## config.mk

```make
export PLATFORM = sky130hd
export DESIGN_NAME = not_share_arbiter
export DESIGN_NICKNAME = d
export VERILOG_FILES = /design/src/rtl/not_share_arbiter.sv
export SDC_FILE = /design/constraint.sdc
export NUM_CORES = 1
export LEC_CHECK = 0
export CAP_MARGIN = 0
export CORE_ASPECT_RATIO = 0.8
export CORE_UTILIZATION = 35
export CTS_CLUSTER_DIAMETER = 120
export DETAILED_ROUTE_END_ITERATION = 8
export HOLD_SLACK_MARGIN = 0.15
export PLACE_DENSITY_LB_ADDON = 0.25
export SLEW_MARGIN = 20
export SYNTH_ARGS = -nofsm -noshare
export SYNTH_HDL_FRONTEND = slang
export SYNTH_SLANG_ARGS = --single-unit
```

## constraint.sdc

```tcl
create_clock -name clk -period 1.6 [get_ports clk]
set_input_delay 0.32 -clock clk [delete_from_list [all_inputs] [get_ports clk]]
set_output_delay 0.32 -clock clk [all_outputs]
set_load 0.01 [all_outputs]
```

## src/rtl/not_share_arbiter.sv

```systemverilog
// rtl/not_share_arbiter.sv - round-robin arbiter sharing one W-bit NOT datapath among N requesters
module not_share_arbiter #(
  parameter int W = 8,
  parameter int N = 4
) (
  input  logic           clk,
  input  logic           rst_n,
  input  logic [N-1:0]   req,
  input  logic [N*W-1:0] op,
  output logic [N-1:0]   gnt,
  output logic [W-1:0]   s,
  output logic [N-1:0]   done,
  output logic           busy
);

  localparam int IW = (N > 1) ? $clog2(N) : 1;

  typedef enum logic [1:0] {IDLE, EXEC, RESP} state_t;

  state_t        state, state_n;
  logic [IW-1:0] ptr, ptr_n, idx, idx_n, pick;
  logic          found;
  logic [W-1:0]  opnd, opnd_n, s_n;
  logic [N-1:0]  gnt_n, done_n;
  logic          busy_n;

  function automatic logic [IW-1:0] wrap_add(input logic [IW-1:0] a, input int k);
    int t;
    t = int'(a) + k;
    if (t >= N) t = t - N;
    return IW'(t);
  endfunction

  // First requester at or after ptr, circularly.
  always_comb begin
    pick  = ptr;
    found = 1'b0;
    for (int k = 0; k < N; k++) begin
      if (!found && req[wrap_add(ptr, k)]) begin
        found = 1'b1;
        pick  = wrap_add(ptr, k);
      end
    end
  end

  always_comb begin
    state_n = state;
    ptr_n   = ptr;
    idx_n   = idx;
    opnd_n  = opnd;
    s_n     = s;
    gnt_n   = gnt;
    done_n  = done;
    busy_n  = busy;
    case (state)
      IDLE: begin
        if (found) begin
          gnt_n       = '0;
          gnt_n[pick] = 1'b1;
          idx_n       = pick;
          opnd_n      = op[pick*W +: W];
          busy_n      = 1'b1;
          state_n     = EXEC;
        end
      end
      EXEC: begin
        s_n     = ~opnd;
        done_n  = gnt;
        state_n = RESP;
      end
      RESP: begin
        done_n  = '0;
        gnt_n   = '0;
        busy_n  = 1'b0;
        ptr_n   = (idx == IW'(N-1)) ? '0 : idx + 1'b1;
        state_n = IDLE;
      end
      default: state_n = IDLE;
    endcase
  end

  always_ff @(posedge clk) begin
    if (!rst_n) begin
      state <= IDLE;
      ptr   <= '0;
      idx   <= '0;
      opnd  <= '0;
      s     <= '0;
      gnt   <= '0;
      done  <= '0;
      busy  <= 1'b0;
    end else begin
      state <= state_n;
      ptr   <= ptr_n;
      idx   <= idx_n;
      opnd  <= opnd_n;
      s     <= s_n;
      gnt   <= gnt_n;
      done  <= done_n;
      busy  <= busy_n;
    end
  end

endmodule

```

# After elaboration in Yosys (flattened, before gate mapping)
# Index checks and enable logic that the tools add are counted.
[word_totals]
ff_bits = 31
out_inout_bits = 17
elab_cells = 74
[classes]
n_lt_le_gt_ge = 10
bitwise = 1
eq_ne = 4
add_sub_neg = 8
reduce_logical = 12
shift = 1
muxes = 30
[ops]
columns = ["operator", "n"]
rows = [
  ["32-bit by 6-bit variable part select with 8-bit output", 1],
  ["2-bit two-way mux", 10],
  ["4-bit case mux with 2 select lines", 2],
  ["2-bit by 3-bit < comparator with 1-bit output (second input constant)", 5],
  ["1-bit two-way mux", 10],
  ["3-bit greater-or-equal comparator (second input constant)", 3],
  ["1-bit binary-select mux with 2-bit select", 4],
  ["8-bit inverter", 1],
  ["2-bit by 1-bit subtractor with 2-bit output (second input constant)", 4],
  ["2-bit by 2-bit adder with 3-bit output (second input constant)", 2],
  ["2-bit equality test (second input constant)", 2],
  ["1-bit logical AND", 4],
  ["4-bit two-way mux", 1],
  ["2-bit case mux with 2 select lines", 1],
  ["2-bit AND reduction", 2],
  ["2-bit nonzero test", 2],
  ["2-bit by 1-bit adder with 3-bit output (second input constant)", 1],
  ["2-bit by 3-bit greater-or-equal comparator with 1-bit output (second input constant)", 1],
  ["1-bit logical NOT", 3],
  ["2-bit by 1-bit adder with 2-bit output (second input constant)", 1],
  ["1-bit demux with 2-bit select", 1],
  ["2-bit by 1-bit equality test with 1-bit output (second input constant)", 1],
  ["2-bit by 1-bit greater-or-equal comparator with 1-bit output (second input constant)", 1],
  ["2-bit logical NOT", 1],
  ["other kinds (2)", 2],
]

# Logic depth before layout (Yosys ltp)
# Gate-level depths: netlist (run 1).
[depth]
word_depth = 20
depth_mapped = 7
mapped_depth_nobuf = 6

# Worst setup path before layout (run 1)
# OpenSTA, ideal clock, no wires.
[synth_path]
path_kind = "register to register"
from = "register state[0]"
to = "register opnd[1]"
arrival_ps = 1477
path_buffers = 2
stages_incl_launch_ff = 8
setup_slack_ps = 53
required_ps = 1530
synth_period_minus_slack_ps = 1547
path_cell_list = "dfxtp_1 -> inv_1 -> ha_1 -> clkbuf_1 -> nor2b_1 -> clkbuf_1 -> o21ai_0 -> a21oi_1"
[synth_between]
elab_chain_len = 2
[synth_lines]
columns = ["element", "line", "source"]
rows = [
  ["start, declared", "20", "state_t state, state_n;"],
  ["start signal, assigned", "93", "state <= state_n;"],
  ["2-bit logical NOT", "55", "case (state)"],
  ["2-bit AND reduction (no line)", "n/a", ""],
  ["end signal, assigned", "96", "opnd <= opnd_n;"],
  ["end, declared", "23", "logic [W-1:0] opnd, opnd_n, s_n;"],
]
# Every way passes these cells.
# A chain may end at the register's enable or synchronous reset.

# Final worst setup path (run 1)
[layout_path]
from = "register ptr[0]"
to = "register opnd[6]"
[layout_between]
elab_chain_len = 15
[layout_lines]
columns = ["element", "line", "source"]
rows = [
  ["start, declared", "21", "logic [IW-1:0] ptr, ptr_n, idx, idx_n, pick;"],
  ["start signal, assigned", "94", "ptr <= ptr_n;"],
  ["branches (longest 15 deep; another with 2-bit by 1-bit adder with 3-bit output)", "n/a", ""],
]
# Several ways; the timed one is not identified. The select of a mux whose other input is x is not followed.

==> results by group, run 1 <==
Global routing
  • All-Layer GR Usage: 21.0%
  • First-pass GRT wire length: 8.45 mm
  • Congestion Overflow GR: 0
  • Initial antenna violation count: 0
  • Largest net degree at the start of global routing: 14
  • Vias in the first global route: 1,841

Timing
  • Max Freq: 639 MHz
  • Post-route clock period utilization: 97.8%
  • Post-Route Skew: 8.68 ps
  • Slew @ Worst Pin: 505 ps
  • Unrepaired setup endpoints after global routing: yes
  • Crit path time final: 1570 ps
  • Min Hold Slack: 465 ps
  • Slew Viols, Final: 0
  • Final hold vios: 0
  • Final setup viols: 0
  • Rel. slew slack: 66.3%

Critical path
  • Worst Setup End Kind: flip-flop
  • Worst stage delay on the critical path: 380 ps
  • Worst R2R Setup Slack: 30 ps
  • Critical path peak fanout: 5
  • CP Launch Type: flip-flop
  • Reg-to-Reg End: opnd[6]
  • Worst Path Required: 1770 ps
  • CP Cell Sequence: and2b_1 -> o21a_4 -> o31a_1 -> o21ai_1 -> a21oi_1
  • Critical R2R Launch: ptr[0]
  • Crit path DAT: 1730 ps
  • Crit Path Class: reg -> reg
  • Crit-path slowest cell: dfxtp_1
  • Cells on worst reg2reg path: 5

Hold path
  • Hold Crit Class: reg -> reg
  • Hold Path Cell Cnt: 2
  • Hold Startpoint: idx[1]
  • Min-Delay Endpoint: idx[1]

Clocking
  • Clock-pin slew on the worst setup and hold paths: 70 ps
  • CTS buffer count: 5
  • Clk Latency, worst-skew pair: 290 ps
  • Cts hold-fix bufs: 0
  • TritonCTS clock tree: yes
  • H-tree depth: 2
  • Clock Sinks: 31
  • Root Driver: clkbuf_8
  • Clock tree buffer depth: 2

Yosys
  • Post-Syn Area: 1780 um2
  • Cell count after synthesis: 209
  • FF+latch count, synth: 31
  • Register area share after synthesis: 34.9%
  • Synth cell types: 38
  • Net Count, Synth: 253
  • Syn Area/Cell: 8.50 um2
  • Warning count from the yosys run: 0

Drt
  • Routed Antenna Nets: 0
  • Starting DRC count in detailed routing: 60
  • Pre-antenna DRT Iters: 4
  • WL per Instance: 14.5 um
  • Drt drc: 0
  • Via count: 1,879
  • Vias per cell: 5.28
  • Final WL: 5.16 mm

Run status
  • Outcome: complete, no violations

Die
  • Core Area: 4730 um2
  • Die ar.: 5370 um2
  • Chip width: 81.7 um
  • Row count: 22
  • Die Ht: 65.7 um
  • I/O Pins: 55
  • Starting Density: 37.5%

Cells and area
  • ANT cells: 0
  • Commonest non-fill, non-tap cell in the layout: clkdlybuf4s50_1
  • Nets: 339
  • Final Cell Area: 2840 um2
  • Syn-to-layout area delta: 60.1%
  • Layout cell share with drive strength beyond 1: 25.7%
  • Filler cell count: 413
  • Commonest non-fill, non-tap cells in the layout: clkdlybuf4s50_1, buf_4, dfxtp_1, a21oi_1, nor2_1

Power
  • PD cells: 831 nW/um2
  • Worst VDD drop: 0.426 mV
  • Leak pwr: 1.12 nW

Place
  • Placed Area: 2540 um2
  • GP Congestion: 0.768
  • Detail Placement HPWL: 3.46 mm
  • IO Port Bufs: 54

Job
  • MaxCap Viol Count: 0
## worst max-delay path: cells and delay by family (launching register included)
family | cells | cell delay [ps]
AO/OA/AOI/OAI | 4 | 800
flip-flops | 1 | 380
AND/OR/NAND/NOR | 1 | 250
## cell families (layout without fill, tap and decap cells)
logic type / count (synthesis) / in the layout / share of synthesized area (%)
compound gates: 76 / 78 / 28.1
fa+ha+maj: 6 / 6 / 4.23
buf+inv: 28 / 113 / 7.53
flops: 31 / 31 / 34.9
mux: 10 / 10 / 5.63
simple gates: 58 / 58 / 19.6
## sequential cells by signal, indices dropped and copies added, names as in the netlist
signal,cells
s,8
idx,2
done,4
opnd,8
gnt,4
busy,1
state,2
ptr,2
## timing repair
item,CTS,global route
resized for setup,27,14
pin swaps,12,8
cloned,2,0
endpoints found under the setup margin,16,12
setup buffers,5,3
endpoints found under the hold margin,0,0
## metal layers
layer | part of all wire [%] | vias up | track usage, %
met2 | 46 | 58 | 34.5
met1 | 47 | 879 | 27.8
met4 | 1.5 | 0 | 5.26
met3 | 5.3 | 9 | 4.17
met5 | 0 | - | 0
li1 | - | 933 | -
## synth_stat cells (all sizes together)
master / n / area share [%]
nand4: 1 / 0.35
nand3: 7 / 2.0
nor3b: 1 / 0.42
dfxtp: 31 / 35
a221oi: 8 / 3.9
o21a: 2 / 0.84
nand2: 9 / 1.9
nor3: 2 / 0.84
nand3b: 1 / 0.42
clkbuf: 6 / 1.3
nor2b: 7 / 3.3
and4: 8 / 3.9
buf: 7 / 3.1
a21o: 1 / 0.42
inv: 15 / 3.2
and2b: 1 / 0.42
ha: 6 / 4.2
o21bai: 2 / 0.84
o211ai: 1 / 0.70
nor4: 1 / 1.2
o32ai: 1 / 0.49
o2bb2ai: 1 / 0.49
nor2: 16 / 3.4
a21oi: 25 / 7.5
mux2i: 10 / 5.6
o21ai: 25 / 7.9
o31a: 8 / 3.9
nand2b: 4 / 1.4
o22a: 2 / 1.1
## per-stage QoR
| step | cells | TNS [ps] | setup WS [ps] | power, mW | util [%] |
|---|---|---|---|---|---|
| after global routing | 356 | -29.6 | -19.2 | 2.49 | 60.1 |
| after floorplan | 209 | 0 | 53.5 | 1.26 | - |
| final | 356 | 0 | 35.0 | 2.36 | 60.1 |
| after CTS | 353 | 0 | 34.3 | 2.33 | 58.8 |
| after global placement | 339 | -7170 | -515 | 1.58 | 53.8 |
| after detailed placement | 339 | -7850 | -574 | 1.58 | 53.8 |
## worst max path at each step
| stage | cells past startpoint | from | to | slack (ps) |
|---|---|---|---|---|
| 6_report | 5 | ptr[0] | opnd[6] | 30 |
| 5_1_grt | 5 | ptr[1] | opnd[6] | -20 |
| 4_1_cts | 1 | gnt[0] | gnt[0] | 30 |
| 3_5_place_dp | 5 | req[1] | gnt[0] | -570 |
| 3_3_place_gp | 5 | req[2] | gnt[0] | -510 |
| 2_1_floorplan | 7 | state[0] | opnd[1] | 50 |
## cell type report
cell class	count	area (um2)	share of cell area (%)
multi-input combinational	152	1150	40.5
timing repair buffer	90	835	29.3
sequential	31	626	22.0
clock buffer	8	100	3.52
tap	60	75.1	2.64
inverter	15	56.3	1.98
## power breakdown
group / switching, mW / internal, mW
logic: 0.354 / 0.407
registers: 0.0508 / 0.851
clock network: 0.306 / 0.393
total: 0.711 / 1.65
Power figures use the tool's default switching activity.
==> inputs of run 2 (changes only) <==
--- a/config.mk
+++ b/config.mk
@@ -12,7 +12,7 @@
 export DETAILED_ROUTE_END_ITERATION = 8
 export HOLD_SLACK_MARGIN = 0.15
 export PLACE_DENSITY_LB_ADDON = 0.25
-export SLEW_MARGIN = 20
+export SLEW_MARGIN = 30
 export SYNTH_ARGS = -nofsm -noshare
 export SYNTH_HDL_FRONTEND = slang
 export SYNTH_SLANG_ARGS = --single-unit
==> constraint.sdc (replaced) <==
create_clock -name clk -period 1.73 [get_ports clk]
set_input_delay 0.346 -clock clk [delete_from_list [all_inputs] [get_ports clk]]
set_output_delay 0.346 -clock clk [all_outputs]
set_load 0.01 [all_outputs]
==> results by group, run 2 (synthesized netlist as in run 1, its figures left out) <==
Timing
  • Post-Route Skew: 9.61 ps (+0.929 ps)
  • Final hold vios: 0 (unchanged)
  • Unrepaired setup endpoints after global routing: no
  • Max Freq: 597 MHz
  • Final setup margin: 56.1 ps (+21.1 ps)
  • Post-route clock period utilization: 96.8%
  • Final setup viols: 0 (unchanged)
  • Slew @ Worst Pin: 486 ps (-19.1 ps)
  • Min Hold Slack: 469 ps (+3.62 ps)
  • Rel. slew slack: 67.6% (+1.3 points)
  • Crit path time final: 1670 ps
  • Slew Viols, Final: 0 (unchanged)

Global routing
  • Vias in the first global route: 1,584 (-14%)
  • M3 GR Usage: 4.58% (+0.42 points)
  • GR Util met2: 28.3% (-6.1 points)
  • Largest net degree at the start of global routing: 14 (unchanged)
  • Initial antenna violation count: 0 (unchanged)
  • Met1 usage: 25.1% (-2.7 points)
  • All-Layer GR Usage: 18.5% (-2.5 points)
  • Congestion Overflow GR: 0 (unchanged)
  • First-pass GRT wire length: 7.40 mm (-12%)
  • Grt peak-use layer: met2

Critical path
  • CP startpoint: req[2]
  • Worst Setup End Kind: flip-flop
  • Worst Path Required: 1900 ps (+130 ps)
  • Crit Path Class: in -> reg
  • Critical path peak fanout: 9 (+4)
  • Crit path DAT: 1850 ps (+120 ps)
  • Crit-path slowest cell: clkdlybuf4s15_1
  • Critical R2R Launch: ptr[1]
  • Worst stage delay on the critical path: 380 ps (about the same)
  • CP Launch Type: primary input
  • Worst R2R Setup Slack: 130 ps (+100 ps)
  • CP Cell Sequence: clkdlybuf4s15_1 -> and2b_1 -> o21a_2 -> o31a_1 -> o21ai_1 -> a21oi_1

Hold path
  • Hold Crit Class: reg -> reg
  • Hold Startpoint: idx[1]

Power
  • PD cells: 746 nW/um2 (-10%)
  • Switch Pwr: 0.642 mW (-9.7%)
  • Switching power share of the total: 30.9% (+0.82 points)
  • Clock network power share: 27.1% (-2.5 points)
  • Worst VDD drop: 0.376 mV (-12%)
  • Pwr Total: 2.08 mW (-12%)
  • Logic pwr share: 32.8% (+0.6 points)
  • Reg power frac: 40.2% (+2.0 points)
  • Leak pwr: 1.08 nW (-3.7%)
  • Internal power: 1.43 mW (-13%)

Run status
  • Outcome: complete, no violations

Clocking
  • H-tree depth: 2 (unchanged)
  • Root Driver: clkbuf_8
  • Clk Latency, worst-skew pair: 290 ps (about the same)
  • CTS buffer count: 5 (unchanged)
  • Clock Sinks: 31 (unchanged)
  • TritonCTS clock tree: yes
  • Cts hold-fix bufs: 0 (unchanged)
  • Clock tree buffer depth: 2 (unchanged)
  • Clock-pin slew on the worst setup and hold paths: 60 ps (about the same)

Drt
  • Via count: 1,786 (-4.9%)
  • Final WL: 4.97 mm (-3.6%)
  • Drt drc: 0 (unchanged)
  • Routed Antenna Nets: 0 (unchanged)
  • Vias per cell: 5.12 (-3.0%)
  • Pre-antenna DRT Iters: 4 (unchanged)
  • Starting DRC count in detailed routing: 70 (+17%)
  • WL per Instance: 14.2 um (-1.7%)

Die
  • Row count: 22 (unchanged)
  • Chip width: 81.7 um (unchanged)
  • Die ar.: 5370 um2 (unchanged)
  • Die Ht: 65.7 um (unchanged)
  • I/O Pins: 55 (unchanged)
  • Starting Density: 37.5% (unchanged)
  • Core Area: 4730 um2 (unchanged)

Cells and area
  • Multi-input logic area: 1150 um2 (-0.54%)
  • ANT cells: 0 (unchanged)
  • Layout cell share with drive strength beyond 1: 21.1% (-4.6 points)
  • Filler cell count: 429 (+3.9%)
  • Nets: 332 (-2.1%)
  • Final Cell Area: 2780 um2 (-2.2%)
  • Sequential standard cell area: 621 um2 (-0.80%)
  • Commonest non-fill, non-tap cell in the layout: clkdlybuf4s50_1
  • Biggest regs: opnd (8), s (8)
  • Commonest non-fill, non-tap cells in the layout: clkdlybuf4s50_1, dfxtp_1, buf_4, a21oi_1
  • Fin util: 58.7% (-1.3 points)
  • Syn-to-layout area delta: 56.5%

Place
  • Detail Placement HPWL: 3.45 mm (-0.12%)
  • IO Port Bufs: 54 (unchanged)
  • GP Congestion: 0.765 (-0.46%)
  • Placed Area: 2480 um2 (-2.7%)
  • Setup slack at placement: -500 ps (+73.5 ps)

Job
  • MaxCap Viol Count: 0 (unchanged)
run 2: layout make-up:
class / count / share of cell area [%]
tap: 60 / 2.70
multi-input combinational: 151 / 41.2
sequential: 31 / 22.3
timing repair buffer: 84 / 28.8
inverter: 15 / 2.02
clock inverter: 1 / 0.180
clock buffer: 7 / 2.74
run 2: final timing paths:
| kind | end | depth (start not counted) |
|---|---|---|
| worst min register to register | idx[1] | 2 |
| worst min-delay path | idx[1] | 2 |
| worst max-delay path | opnd[4] | 6 |
| worst max register to register | opnd[4] | 7 |
run 2: metrics by stage:
step / TNS, ps / cells
floorplan: 0 / 209
global placement: -5090 / 330
detailed placement: -5990 / 330
CTS: -2.87 / 338
global route: 0 / 349
finish: 0 / 349
run 2: critical path: cells and delay by family:
family                 cells  cell delay, ps
AOI/OAI and AO/OA          4             820
buffers and inverters      1             380
and+or+nand+nor            1             290
run 2: metal layers:
metal	part of all wire [%]	up-vias
li1	-	919
met5	0	-
met1	50	823
met2	45	39
met3	4.3	5
met4	1.1	0
run 2: power by group through the flow:
stage / logic (mW) / clock network, mW / registers [mW]
after detailed placement: 0.587 / 0 / 0.850
final: 0.680 / 0.561 / 0.834
after CTS: 0.593 / 0.570 / 0.835
after global routing: 0.738 / 0.602 / 0.843
after global placement: 0.579 / 0 / 0.852
after floorplan: 0.313 / 0 / 0.853
run 2: timing repair:
action,in CTS,in global routing
cloned,0,2
endpoints found under the hold margin,0,0
endpoints found under the setup margin,14,12
resized for setup,5,26
pin swaps,0,9
buffers inserted,0,9
==> inputs of run 3 (changes only) <==
--- a/config.mk
+++ b/config.mk
@@ -12,6 +12,7 @@
 export DETAILED_ROUTE_END_ITERATION = 8
 export HOLD_SLACK_MARGIN = 0.15
 export PLACE_DENSITY_LB_ADDON = 0.25
+export REMOVE_ABC_BUFFERS = 1
 export SLEW_MARGIN = 30
 export SYNTH_ARGS = -nofsm -noshare
 export SYNTH_HDL_FRONTEND = slang
==> results by group, run 3 (synthesized netlist as in run 1, its figures left out) <==
Cells and area
  • Syn-to-layout area delta: 53.7%
  • Layout cell share with drive strength beyond 1: 18.9% (-2.2 points)
  • Nets: 324 (-2.4%)
  • Biggest regs: opnd (8), s (8)
  • Filler cell count: 430 (+0.23%)
  • Final instance count without filler cells: 341 (-2.3%)
  • Commonest non-fill, non-tap cells in the layout: clkdlybuf4s50_1, dfxtp_1, a21oi_1, buf_4, nor2_1
  • Commonest non-fill, non-tap cell in the layout: clkdlybuf4s50_1
  • ANT cells: 0 (unchanged)

Critical path
  • Critical path peak fanout: 8 (-1)
  • Worst Setup End Kind: flip-flop
  • Crit-path slowest cell: dlygate4sd2_1
  • Crit path DAT: 1840 ps (about the same)
  • Worst Path Required: 1900 ps (about the same)
  • CP Cell Sequence: dlygate4sd2_1 -> nor2_1 -> a21oi_2 -> buf_4 -> o21ai_4 -> buf_4 -> a221oi_2 -> a21oi_1
  • Crit Path Class: in -> reg
  • Worst path bufs/invs: 3 (+2)
  • Worst stage delay on the critical path: 430 ps (+50 ps)
  • CP startpoint: req[2]
  • Critical R2R Launch: ptr[1]
  • CP dominant cell by count: buf_4
  • Top delay family on crit path: buffers and inverters
  • CP Launch Type: primary input

Timing
  • Slew @ Worst Pin: 483 ps (-3.21 ps)
  • Rel. slew slack: 67.8% (+0.21 points)
  • Min Hold Slack: 463 ps (-6.05 ps)
  • Slew Viols, Final: 0 (unchanged)
  • Final setup margin: 60.5 ps (+4.40 ps)
  • Final hold vios: 0 (unchanged)
  • Post-Route Skew: 2.34 ps (-7.27 ps)
  • Final setup viols: 0 (unchanged)
  • Crit path time final: 1670 ps (-4.40 ps)
  • Post-route clock period utilization: 96.5% (-0.25 points)
  • Max Freq: 599 MHz (+0.26%)

Drt
  • Routed Antenna Nets: 0 (unchanged)
  • Drt drc: 0 (unchanged)
  • Vias per cell: 5.13 (+0.34%)
  • Via count: 1,751 (-2.0%)
  • Pre-antenna DRT Iters: 4 (unchanged)
  • WL per Instance: 14.0 um (-1.5%)
  • Starting DRC count in detailed routing: 103 (+47%)
  • Final WL: 4.79 mm (-3.7%)

Clocking
  • TritonCTS clock tree: yes
  • Clock tree buffer depth: 2 (unchanged)
  • H-tree depth: 2 (unchanged)
  • Clk Latency, worst-skew pair: 280 ps (about the same)
  • CTS buffer count: 5 (unchanged)
  • Clock Sinks: 31 (unchanged)
  • Clock-pin slew on the worst setup and hold paths: 70 ps (about the same)
  • Root Driver: clkbuf_8

Place
  • GP Congestion: 0.750 (-2.0%)
  • Setup slack at placement: -400 ps (+100 ps)
  • Detail Placement HPWL: 3.38 mm (-2.1%)
  • Cells after DPL: 327 (-0.91%)
  • IO Port Bufs: 54 (unchanged)

Power
  • Leak pwr: 1.05 nW (-2.5%)
  • Pwr Total: 2.33 mW (+12%)
  • PD cells: 855 nW/um2 (+15%)
  • Worst VDD drop: 0.402 mV (+7.1%)

Global routing
  • All-Layer GR Usage: 18.0% (-0.42 points)
  • Vias in the first global route: 1,555 (-1.8%)
  • Largest net degree at the start of global routing: 14 (unchanged)
  • First-pass GRT wire length: 7.33 mm (-0.84%)
  • Congestion Overflow GR: 0 (unchanged)
  • Initial antenna violation count: 0 (unchanged)

Die
  • Starting Density: 37.5% (unchanged)
  • Core Area: 4730 um2 (unchanged)
  • Die Ht: 65.7 um (unchanged)
  • I/O Pins: 55 (unchanged)
  • Chip width: 81.7 um (unchanged)
  • Die ar.: 5370 um2 (unchanged)
  • Row count: 22 (unchanged)

Hold path
  • Hold Crit Class: reg -> reg
  • Hold Startpoint: idx[1]

Run status
  • Outcome: complete, no violations

Job
  • MaxCap Viol Count: 0 (unchanged)
## run 3: cell types whose count changed in the layout (fill, tap and decap cells not counted), moves of 2 or more
cell / change
o21a_1: +2
o21a_2: -2
bufinv_16: +2
a21oi_2: +2
buf_4: -8
## run 3: worst min-delay path: stages, from the launching register on
cell and delay (ps):
dfxtp_1 310, nand2_1 50, a21oi_1 50
## run 3: layout make-up
class / instances / area [um2] / share of cell area [%]
multi-input cells: 151 / 1120 / 41.0
repair buffers: 76 / 726 / 26.6
flip-flops and latches: 31 / 622 / 22.8
well taps: 60 / 75.1 / 2.75
clock buffers: 6 / 72.6 / 2.66
clock inverters: 2 / 60.1 / 2.20
inverters: 15 / 56.3 / 2.06
## run 3: where the power goes
group          internal (mW)  switching [mW]  total (mW)
combinational          0.347           0.305       0.651
sequential             0.788          0.0467       0.835
clock                  0.575           0.272       0.847
total                   1.71           0.623        2.33
## run 3: stage by stage
step	util, %	TNS, ps	cell area (um2)
5_1_grt	57.7	-33.8	2730
4_1_cts	54.7	0	2590
3_5_place_dp	51.8	-5080	2450
6_report	57.7	0	2730
3_3_place_gp	51.8	-4990	2450
2_1_floorplan	-	0	1700
## run 3: worst paths after layout
check | end | cells past startpoint | slack (ps)
worst max-delay path | opnd[7] | 8 | 60
worst min-delay path | idx[1] | 2 | 460
worst max register to register | opnd[7] | 7 | 130
worst min register to register | idx[1] | 2 | 460
## run 3: per-layer routing
metal	track usage [%]	vias to the layer above	share of wire [%]
met4	3.29	0	0
met3	5.69	0	5.4
met1	24.6	799	49
met2	27.9	51	45
met5	0	-	0
li1	-	901	-
## run 3: what timing repair did
action                     CTS  global route
setup endpoints to repair   12            11
pin swaps                    0             8
cloned                       0             2
resized for setup            4            19
setup buffers                0             4
hold buffers                 0             0
